### config.mk
export PLATFORM = sky130hd
export DESIGN_NAME = video_timinggen
export DESIGN_NICKNAME = d
export VERILOG_FILES = /design/src/rtl/video_timinggen.sv
export SDC_FILE = /design/constraint.sdc
export NUM_CORES = 1
export LEC_CHECK = 0
export CAP_MARGIN = 20
export CORE_MARGIN = 2
export CORE_UTILIZATION = 24
export CTS_CLUSTER_SIZE = 20
export DETAILED_ROUTE_END_ITERATION = 10
export PLACE_DENSITY = 0.43
export SLEW_MARGIN = 10
export SYNTH_ARGS = -nofsm -noshare
export SYNTH_HDL_FRONTEND = slang
export SYNTH_SLANG_ARGS = --single-unit
### constraint.sdc
create_clock -name clk -period 4.35 [get_ports clk]
set_input_delay 0.87 -clock clk [delete_from_list [all_inputs] [get_ports clk]]
set_output_delay 0.87 -clock clk [all_outputs]
set_load 0.02 [all_outputs]
### src/rtl/video_timinggen.sv
// Video timing generator with test-pattern source.
// Produces sync, active and colour outputs one clock after the raster counters.
module video_timinggen #(
  parameter int unsigned H_SYNC   = 40,
  parameter int unsigned H_BACKP  = 220,
  parameter int unsigned H_ACTIVE = 1280,
  parameter int unsigned H_TOTAL  = 1650,
  parameter int unsigned V_SYNC   = 5,
  parameter int unsigned V_BACKP  = 20,
  parameter int unsigned V_ACTIVE = 720,
  parameter int unsigned V_TOTAL  = 750
) (
  input  logic        clk,
  input  logic        reset_n,
  input  logic        enable,
  input  logic [1:0]  pattern_sel,
  input  logic [23:0] fill_color,
  output logic        active_out,
  output logic [7:0]  r_out,
  output logic [7:0]  g_out,
  output logic [7:0]  b_out,
  output logic        hsyncn_out,
  output logic        vsyncn_out,
  output logic        frame_top
);

  localparam int unsigned H_W     = 11;
  localparam int unsigned V_W     = 10;
  localparam int unsigned H_START = H_SYNC + H_BACKP;
  localparam int unsigned H_END   = H_START + H_ACTIVE;
  localparam int unsigned V_START = V_SYNC + V_BACKP;
  localparam int unsigned V_END   = V_START + V_ACTIVE;

  logic           en_meta;
  logic           run;
  logic [H_W-1:0] hcount;
  logic [V_W-1:0] vcount;

  logic [H_W-1:0] hx;
  logic [5:0]     vy_lo;
  logic           h_act;
  logic           v_act;
  logic           act_c;
  logic [23:0]    rgb_c;

  function automatic logic [23:0] bar_color(input logic [3:0] band);
    logic [23:0] c;
    c = 24'h000000;
    case (band)
      4'd0: c = 24'hFFFFFF;
      4'd1: c = 24'hFFFF00;
      4'd2: c = 24'h00FFFF;
      4'd3: c = 24'h00FF00;
      4'd4: c = 24'hFF00FF;
      4'd5: c = 24'hFF0000;
      4'd6: c = 24'h0000FF;
      default: c = 24'h000000;
    endcase
    return c;
  endfunction

  // Two-flop synchronizer for the asynchronous run request
  always_ff @(posedge clk or negedge reset_n) begin
    if (!reset_n) begin
      en_meta <= 1'b0;
      run     <= 1'b0;
    end else begin
      en_meta <= enable;
      run     <= en_meta;
    end
  end

  // Raster counters; held at the origin whenever run is low
  always_ff @(posedge clk or negedge reset_n) begin
    if (!reset_n) begin
      hcount <= '0;
      vcount <= '0;
    end else if (!run) begin
      hcount <= '0;
      vcount <= '0;
    end else if (hcount == H_W'(H_TOTAL - 1)) begin
      hcount <= '0;
      vcount <= (vcount == V_W'(V_TOTAL - 1)) ? '0 : vcount + V_W'(1);
    end else begin
      hcount <= hcount + H_W'(1);
    end
  end

  assign hx    = hcount - H_W'(H_START);
  assign vy_lo = 6'(vcount - V_W'(V_START));
  assign h_act = (hcount >= H_W'(H_START)) && (hcount < H_W'(H_END));
  assign v_act = (vcount >= V_W'(V_START)) && (vcount < V_W'(V_END));
  assign act_c = h_act && v_act;

  always_comb begin
    rgb_c = 24'h000000;
    if (act_c) begin
      case (pattern_sel)
        2'd0:    rgb_c = bar_color(hx[10:7]);
        2'd1:    rgb_c = fill_color;
        2'd2:    rgb_c = {3{hx[7:0]}};
        default: rgb_c = ((hx[5:0] == 6'd0) || (vy_lo == 6'd0)) ? 24'hFFFFFF : fill_color;
      endcase
    end
  end

  // Output register: idle whenever run is low, otherwise decoded from the counters
  always_ff @(posedge clk or negedge reset_n) begin
    if (!reset_n) begin
      active_out <= 1'b0;
      hsyncn_out <= 1'b1;
      vsyncn_out <= 1'b1;
      frame_top  <= 1'b0;
      r_out      <= 8'h00;
      g_out      <= 8'h00;
      b_out      <= 8'h00;
    end else if (!run) begin
      active_out <= 1'b0;
      hsyncn_out <= 1'b1;
      vsyncn_out <= 1'b1;
      frame_top  <= 1'b0;
      r_out      <= 8'h00;
      g_out      <= 8'h00;
      b_out      <= 8'h00;
    end else begin
      active_out <= act_c;
      hsyncn_out <= (hcount >= H_W'(H_SYNC));
      vsyncn_out <= (vcount >= V_W'(V_SYNC));
      frame_top  <= (hcount == '0) && (vcount == '0);
      r_out      <= rgb_c[23:16];
      g_out      <= rgb_c[15:8];
      b_out      <= rgb_c[7:0];
    end
  end

endmodule

==> metrics.md, run 1 <==
| Metric | Value |
|---|---|
| Status | completed |
| Post-synthesis sequential area ratio | 43.4% |
| Number of global-route vias before repair | 2401 |
| Cell Area, Synth | 0.00294 sq mm |
| CP peak stage delay | 0.86 ns |
| Post-layout min period | 3.01 ns |
| CP Class | in2reg |
| Slew HR | 30.8% |
| Worst Setup Start Kind | primary input |
| CP max-delay cell | o41ai_2 |
| Vias per inst | 4.93 |
| Internal | 743 uW |
| Top cells by count, synth | dfrtp_1, nor2_1, o21ai_0 |
| Sequential Power Share | 49.5% |
| Crit-path cells | clkdlybuf4s50_1 -> or2_2 -> o41ai_2 -> o21ai_0 -> a21oi_1 |
| Setup TNS | 0 ns |
| RSZ-0062 raised after global routing | false |
| Post-synth top flop | dfrtp_1 |
| Most numerous cell in the Yosys netlist | dfrtp_1 |
| Core area | 0.0120 sq mm |
| Hold-fix buffers, CTS | 0 |
| Worst Path Buf+Inv | 1 |
| Static leakage | 1.53 nW |
| Total global-route track usage | 12.8% |
| Max Cap Violations | 0 |
| Layout cells sized above 1 | 6.61% |
| Switching Power | 239 uW |
| Area growth syn-to-layout | 26.6% |
| Final Skew | 0.00421 ns |
| Initial antenna violation count | 0 |
| Initial Util | 24.5% |
| CTS root buf | clkbuf_16 |
| Post-synth EDFFs | 0 |
| IO buf count | 56 |
| DIE WIDTH | 115 um |
| Final hold vios | 0 |
| DPL Wire Length | 5.64 mm |
| CP max FO | 12 |
| Worst-Skew Late Latency | 0.29 ns |
| Post-DRT Antenna Nets | 0 |
| Synth top area share | 41.6% |
| Final Util | 31.0% |
| Post-CTS setup buffers | 0 |
| PostCTS Resize Cnt | 0 |
| Peak VDD IR | 115 uV |
| Clk pin slew, worst setup/hold paths | 0.07 ns |
| Clock Power Share | 38.9% |
| Synth area leader | dfrtp_1 |
| Setup WS post-layout | 1.34 ns |
| CP Capture Type | register |
| H-tree depth | 2 |
| Via count | 2513 |
| GRT overflow | 0 |
| Syn Nets | 358 |
| Drt drc | 0 |
| Final Cycle Share | 69.1% |
| Dpl ws | 1.04 ns |
| N_diodes | 0 |
| Mapped Cells | 317 |
| Synth Register Bits | 51 |
| First-pass GRT wire length | 13.2 mm |
| Combinational power share | 11.6% |
| Synth area leaders | dfrtp_1, ha_1, o21ai_0, nor2_1, o31ai_1 |
| GP Congestion | 0.809 |
| CP top delay family | compound AO/OA/AOI/OAI gates |
| Final WL | 8.07 mm |
| DRT Pass-1 Iters | 4 |
| Crit path DAT | 3.20 ns |
| Req. time, crit path | 4.54 ns |
| # nets final | 403 |
| Die area | 0.0132 sq mm |
| Mean Syn Cell Area | 9.29 sq um |
| Setup violations, final | 0 |
| P per Cell Area | 263 mW/mm^2 |
| CTS sink cnt | 51 |
| DIE HEIGHT | 115 um |
| Largest net degree at the start of global routing | 52 |
| Num CTS Buffers | 5 |
| Yosys warnings | 0 |
| CTS tree | built |
| Least-Margin Pin Slew | 1.04 ns |
| Async SR Flop Fraction | 100% |
| Initial drt markers | 138 |
| Max Freq | 0.333 GHz |
| Net Sw Frac | 24.3% |
| Worst Hold Class | reg2reg |
| Yosys cell types | 51 |
| Cell Rows | 40 |
| Slew Limit Fails | 0 |
| Io pins | 57 |
| Wire length per cell | 15.8 um |
| Clock Tree Buf Depth | 2 |
sequential cells by signal (all words and copies together) (netlist names):
| name | count |
|---|---|
| b_out | 8 |
| en_meta | 1 |
| hsyncn_out | 1 |
| frame_top | 1 |
| active_out | 1 |
| vcount | 10 |
| g_out | 8 |
| hcount | 11 |
| r_out | 8 |
| vsyncn_out | 1 |
| run | 1 |
cell usage in the layout (no fill, tap or decap), types with 3 or more instances in the layout:
| cell | count |
|---|---|
| a211oi_1 | 7 |
| clkdlybuf4s50_1 | 55 |
| a21boi_0 | 4 |
| nor2_1 | 29 |
| nor3_1 | 12 |
| clkbuf_16 | 5 |
| nor2b_1 | 3 |
| o21ai_1 | 17 |
| o31ai_1 | 13 |
| nand4_1 | 5 |
| and3_1 | 6 |
| o21a_1 | 3 |
| ha_1 | 12 |
| a21oi_1 | 19 |
| nand3_1 | 11 |
| inv_1 | 10 |
| xor2_1 | 5 |
| o21ai_0 | 29 |
| xnor2_1 | 9 |
| nand2_1 | 12 |
| dfrtp_1 | 49 |
| nand2b_1 | 7 |
routing by layer:
| metal | vias to the layer above | GRT usage (%) | wire (um) |
|---|---|---|---|
| li1 | 1232 | - | - |
| met1 | 1218 | 17.9 | 3930 |
| met2 | 57 | 19.7 | 3650 |
| met3 | 6 | 2.64 | 373 |
| met4 | 0 | 4.82 | 118 |
| met5 | - | 0 | 0 |
final cells by class:
type | count | area [sq um]
clock buffer | 7 | 133
clock inverter | 1 | 5.00
fill | 1270 | 8280
inverter | 11 | 41.3
multi-input combinational | 235 | 1520
sequential | 51 | 1280
tap | 147 | 184
timing repair buffer | 58 | 571
power by group through the flow:
stage | combinational (mW) | sequential (mW) | clock, mW
3_3_place_gp | 0.115 | 0.495 | 0
3_5_place_dp | 0.115 | 0.495 | 0
2_1_floorplan | 0.0542 | 0.495 | 0
6_report | 0.114 | 0.486 | 0.382
4_1_cts | 0.116 | 0.486 | 0.402
5_1_grt | 0.127 | 0.486 | 0.421
metrics by stage:
stage | cells | power (mW) | hold slack [ns] | cell area [sq um]
final | 510 | 0.981 | 0.352 | 3730
after global routing | 510 | 1.03 | 0.365 | 3730
after CTS | 510 | 1.00 | 0.357 | 3730
after detailed placement | 502 | 0.610 | 0.341 | 3590
after global placement | 502 | 0.610 | 0.337 | 3590
after floorplan | 317 | 0.549 | 0.331 | 2940
logic make-up after synthesis:
family | after synthesis | synth area share (%)
AO/OA/AOI/OAI | 107 | 23.4
XOR/XNOR | 14 | 4.16
adder cells (fa/ha/maj) | 12 | 5.10
buffers and inverters | 31 | 5.10
flip-flops | 51 | 43.4
AND/OR/NAND/NOR | 102 | 18.8
worst paths after layout:
check	from	to	slack (ns)	cells after the start
worst min register to register	en_meta	run	0.35	0
max in group asynchronous	reset_n	vcount[5]	3.19	2
worst min-delay path	en_meta	run	0.35	0
worst max register to register	vcount[0]	b_out[5]	1.56	7
worst max-delay path	pattern_sel[1]	g_out[7]	1.34	5
min in group asynchronous	reset_n	vcount[7]	0.68	2
Power figures use the tool's default switching activity.
==> run 2: changes to the inputs <==
Clock period 4.35 ns to 3.15 ns, I/O delays scaled along.
==> run 2 against run 1 <==
Against the previous run: combinational power up 45%; count of clock-buffer cells in the layout down 1; critical endpoint is now r_out[6]; clock power up 66%; wire length down 0.97%; highest routed layer unchanged; global-route usage down 0.081 points; register-to-register slack worse by 0.96 ns; sequential share of layout area down 0.86 points; die area unchanged.
==> metrics.md, run 2 (synthesis gave the netlist of run 1 again) <==
| Metric | Value |
|---|---|
| Min-delay src | en_meta |
| CP Launch Point | vcount[0] |
| Final WL | 7.99 mm (-0.97%) |
| H-tree depth | 2 (unchanged) |
| Area growth syn-to-layout | 29.9% |
| Total global-route track usage | 12.8% (-0.081 points) |
| Num CTS Buffers | 5 (unchanged) |
| Peak VDD IR | 172 uV (+50%) |
| Post-CTS setup buffers | 0 (unchanged) |
| Max Cap Violations | 0 (unchanged) |
| Setup WS post-layout | 0.598 ns (-0.746 ns) |
| CP peak stage delay | 0.75 ns (-0.11 ns) |
| Setup violations, final | 0 (unchanged) |
| Post-Place Cells | 510 (+1.6%) |
| Initial antenna violation count | 0 (unchanged) |
| Clk pin slew, worst setup/hold paths | 0.07 ns (about the same) |
| Post-DRT Antenna Nets | 0 (unchanged) |
| Slew Limit Fails | 0 (unchanged) |
| Clock Tree Buf Depth | 2 (unchanged) |
| Core area | 0.0120 sq mm (unchanged) |
| Sequential Power Share | 45.6% (-3.9 points) |
| Max Freq | 0.392 GHz |
| Biggest register | hcount |
| # nets final | 411 (+2.0%) |
| Cell Rows | 40 (unchanged) |
| Setup TNS | 0 ns (unchanged) |
| P per Cell Area | 384 mW/mm^2 (+46%) |
| Dpl ws | 0.520 ns (-0.519 ns) |
| RSZ-0062 raised after global routing | false |
| CP max-delay cell | o2111ai_2 |
| Net Sw Frac | 22.8% (-1.5 points) |
| Post-layout min period | 2.55 ns |
| DPL Wire Length | 5.71 mm (+1.2%) |
| Number of global-route vias before repair | 2452 (+2.1%) |
| Vias per inst | 4.89 (-0.68%) |
| N_diodes | 0 (unchanged) |
| Internal | 1.13 mW (+53%) |
| Slew HR | 38.9% (+8.2 points) |
| Final Skew | 0.00825 ns (+0.00403 ns) |
| Largest net degree at the start of global routing | 52 (unchanged) |
| CTS root buf | clkbuf_16 |
| Static leakage | 1.58 nW (+3.8%) |
| Worst Setup Start Kind | register |
| Layout cells sized above 1 | 9.16% (+2.6 points) |
| Io pins | 57 (unchanged) |
| DIE HEIGHT | 115 um (unchanged) |
| GP Congestion | 0.771 (-4.7%) |
| Most common cell after layout, fill and taps aside | clkdlybuf4s50_1 |
| Final Cycle Share | 81.0% |
| Initial drt markers | 135 (-2.2%) |
| Worst-Skew Late Latency | 0.29 ns (about the same) |
| DRT Pass-1 Iters | 4 (unchanged) |
| DIE WIDTH | 115 um (unchanged) |
| Most used cells in the layout excluding fill and tap cells | clkdlybuf4s50_1, dfrtp_1, nor2_1, o21ai_0, a21oi_1 |
| CP max FO | 24 (+12) |
| Switching Power | 335 uW (+41%) |
| GRT overflow | 0 (unchanged) |
| Die area | 0.0132 sq mm (unchanged) |
| Max reg flops | 11 (unchanged) |
| PostCTS Resize Cnt | 0 (unchanged) |
| CP Class | reg2reg |
| Final hold vios | 0 (unchanged) |
| Clock Power Share | 43.2% (+4.3 points) |
| Crit path DAT | 2.77 ns (-0.43 ns) |
| Worst Hold Class | reg2reg |
| RR Startpoint | vcount[0] |
| CTS tree | built |
| CP Capture Type | register |
| First-pass GRT wire length | 13.2 mm (+0.47%) |
| Req. time, crit path | 3.37 ns (-1.17 ns) |
| IO buf count | 56 (unchanged) |
| CTS sink cnt | 51 (unchanged) |
| Overall Power | 1.47 mW (+50%) |
| Wire length per cell | 15.4 um (-2.5%) |
| Drt drc | 0 (unchanged) |
| Hold-fix buffers, CTS | 0 (unchanged) |
| Status | completed |
| Crit-path cells | inv_1 -> ha_1 -> o31ai_1 -> a31oi_1 -> o2111ai_2 -> o21ai_0 -> a21oi_1 |
| Finished Layout Cells | 518 (+1.6%) |
| Initial Util | 24.5% (unchanged) |
| Combinational power share | 11.2% (-0.4 points) |
| Via count | 2535 (+0.88%) |
| Least-Margin Pin Slew | 0.916 ns (-0.119 ns) |
| Top Registers | hcount (11), vcount (10) |
| Final Util | 31.8% (+0.80 points) |
[run 2: path summary, 6_finish.rpt]
check | endpoint | slack, ns | cells after the start
min reg2reg | run | 0.35 | 0
max | r_out[6] | 0.60 | 7
max reg2reg | r_out[6] | 0.60 | 7
min | run | 0.35 | 0
min in group asynchronous | vcount[9] | 0.43 | 2
max in group asynchronous | hcount[10] | 2.23 | 2
[run 2: per-stage QoR]
stage          hold slack [ns]  area, sq um
6_report                 0.351         3820
5_1_grt                  0.366         3820
4_1_cts                  0.355         3820
3_5_place_dp             0.339         3650
3_3_place_gp             0.336         3650
2_1_floorplan            0.331         2940
[run 2: metal layers]
layer | part of all wire, % | global-route usage, % | vias to the layer above
met3 | 4.2 | 2.58 | 7
met4 | 1.7 | 4.82 | 0
li1 | - | - | 1250
met2 | 46 | 18.9 | 52
met1 | 48 | 18.4 | 1226
met5 | 0 | 0 | -
[run 2: worst max-delay path: cells and delay by family, from the launching register on]
kind | cells | cell delay [ns]
AOI/OAI and AO/OA | 5 | 1.59
adders and majority gates | 1 | 0.27
buffers and inverters | 1 | 0.11
DFF | 1 | 0.51
[run 2: area by class of cell]
class,instances,area [sq um]
clock inverter,2,35.0
fill,1281,8190
inverter,11,41.3
timing repair buffer,66,631
multi-input combinational,235,1520
sequential,51,1280
clock buffer,6,139
tap,147,184
[run 2: power by group through the flow]
stage	Clock [mW]	Combinational (mW)	Sequential, mW
floorplan	0	0.0749	0.684
global placement	0	0.167	0.682
detailed placement	0	0.167	0.683
CTS	0.659	0.168	0.670
global route	0.682	0.184	0.671
finish	0.634	0.165	0.670
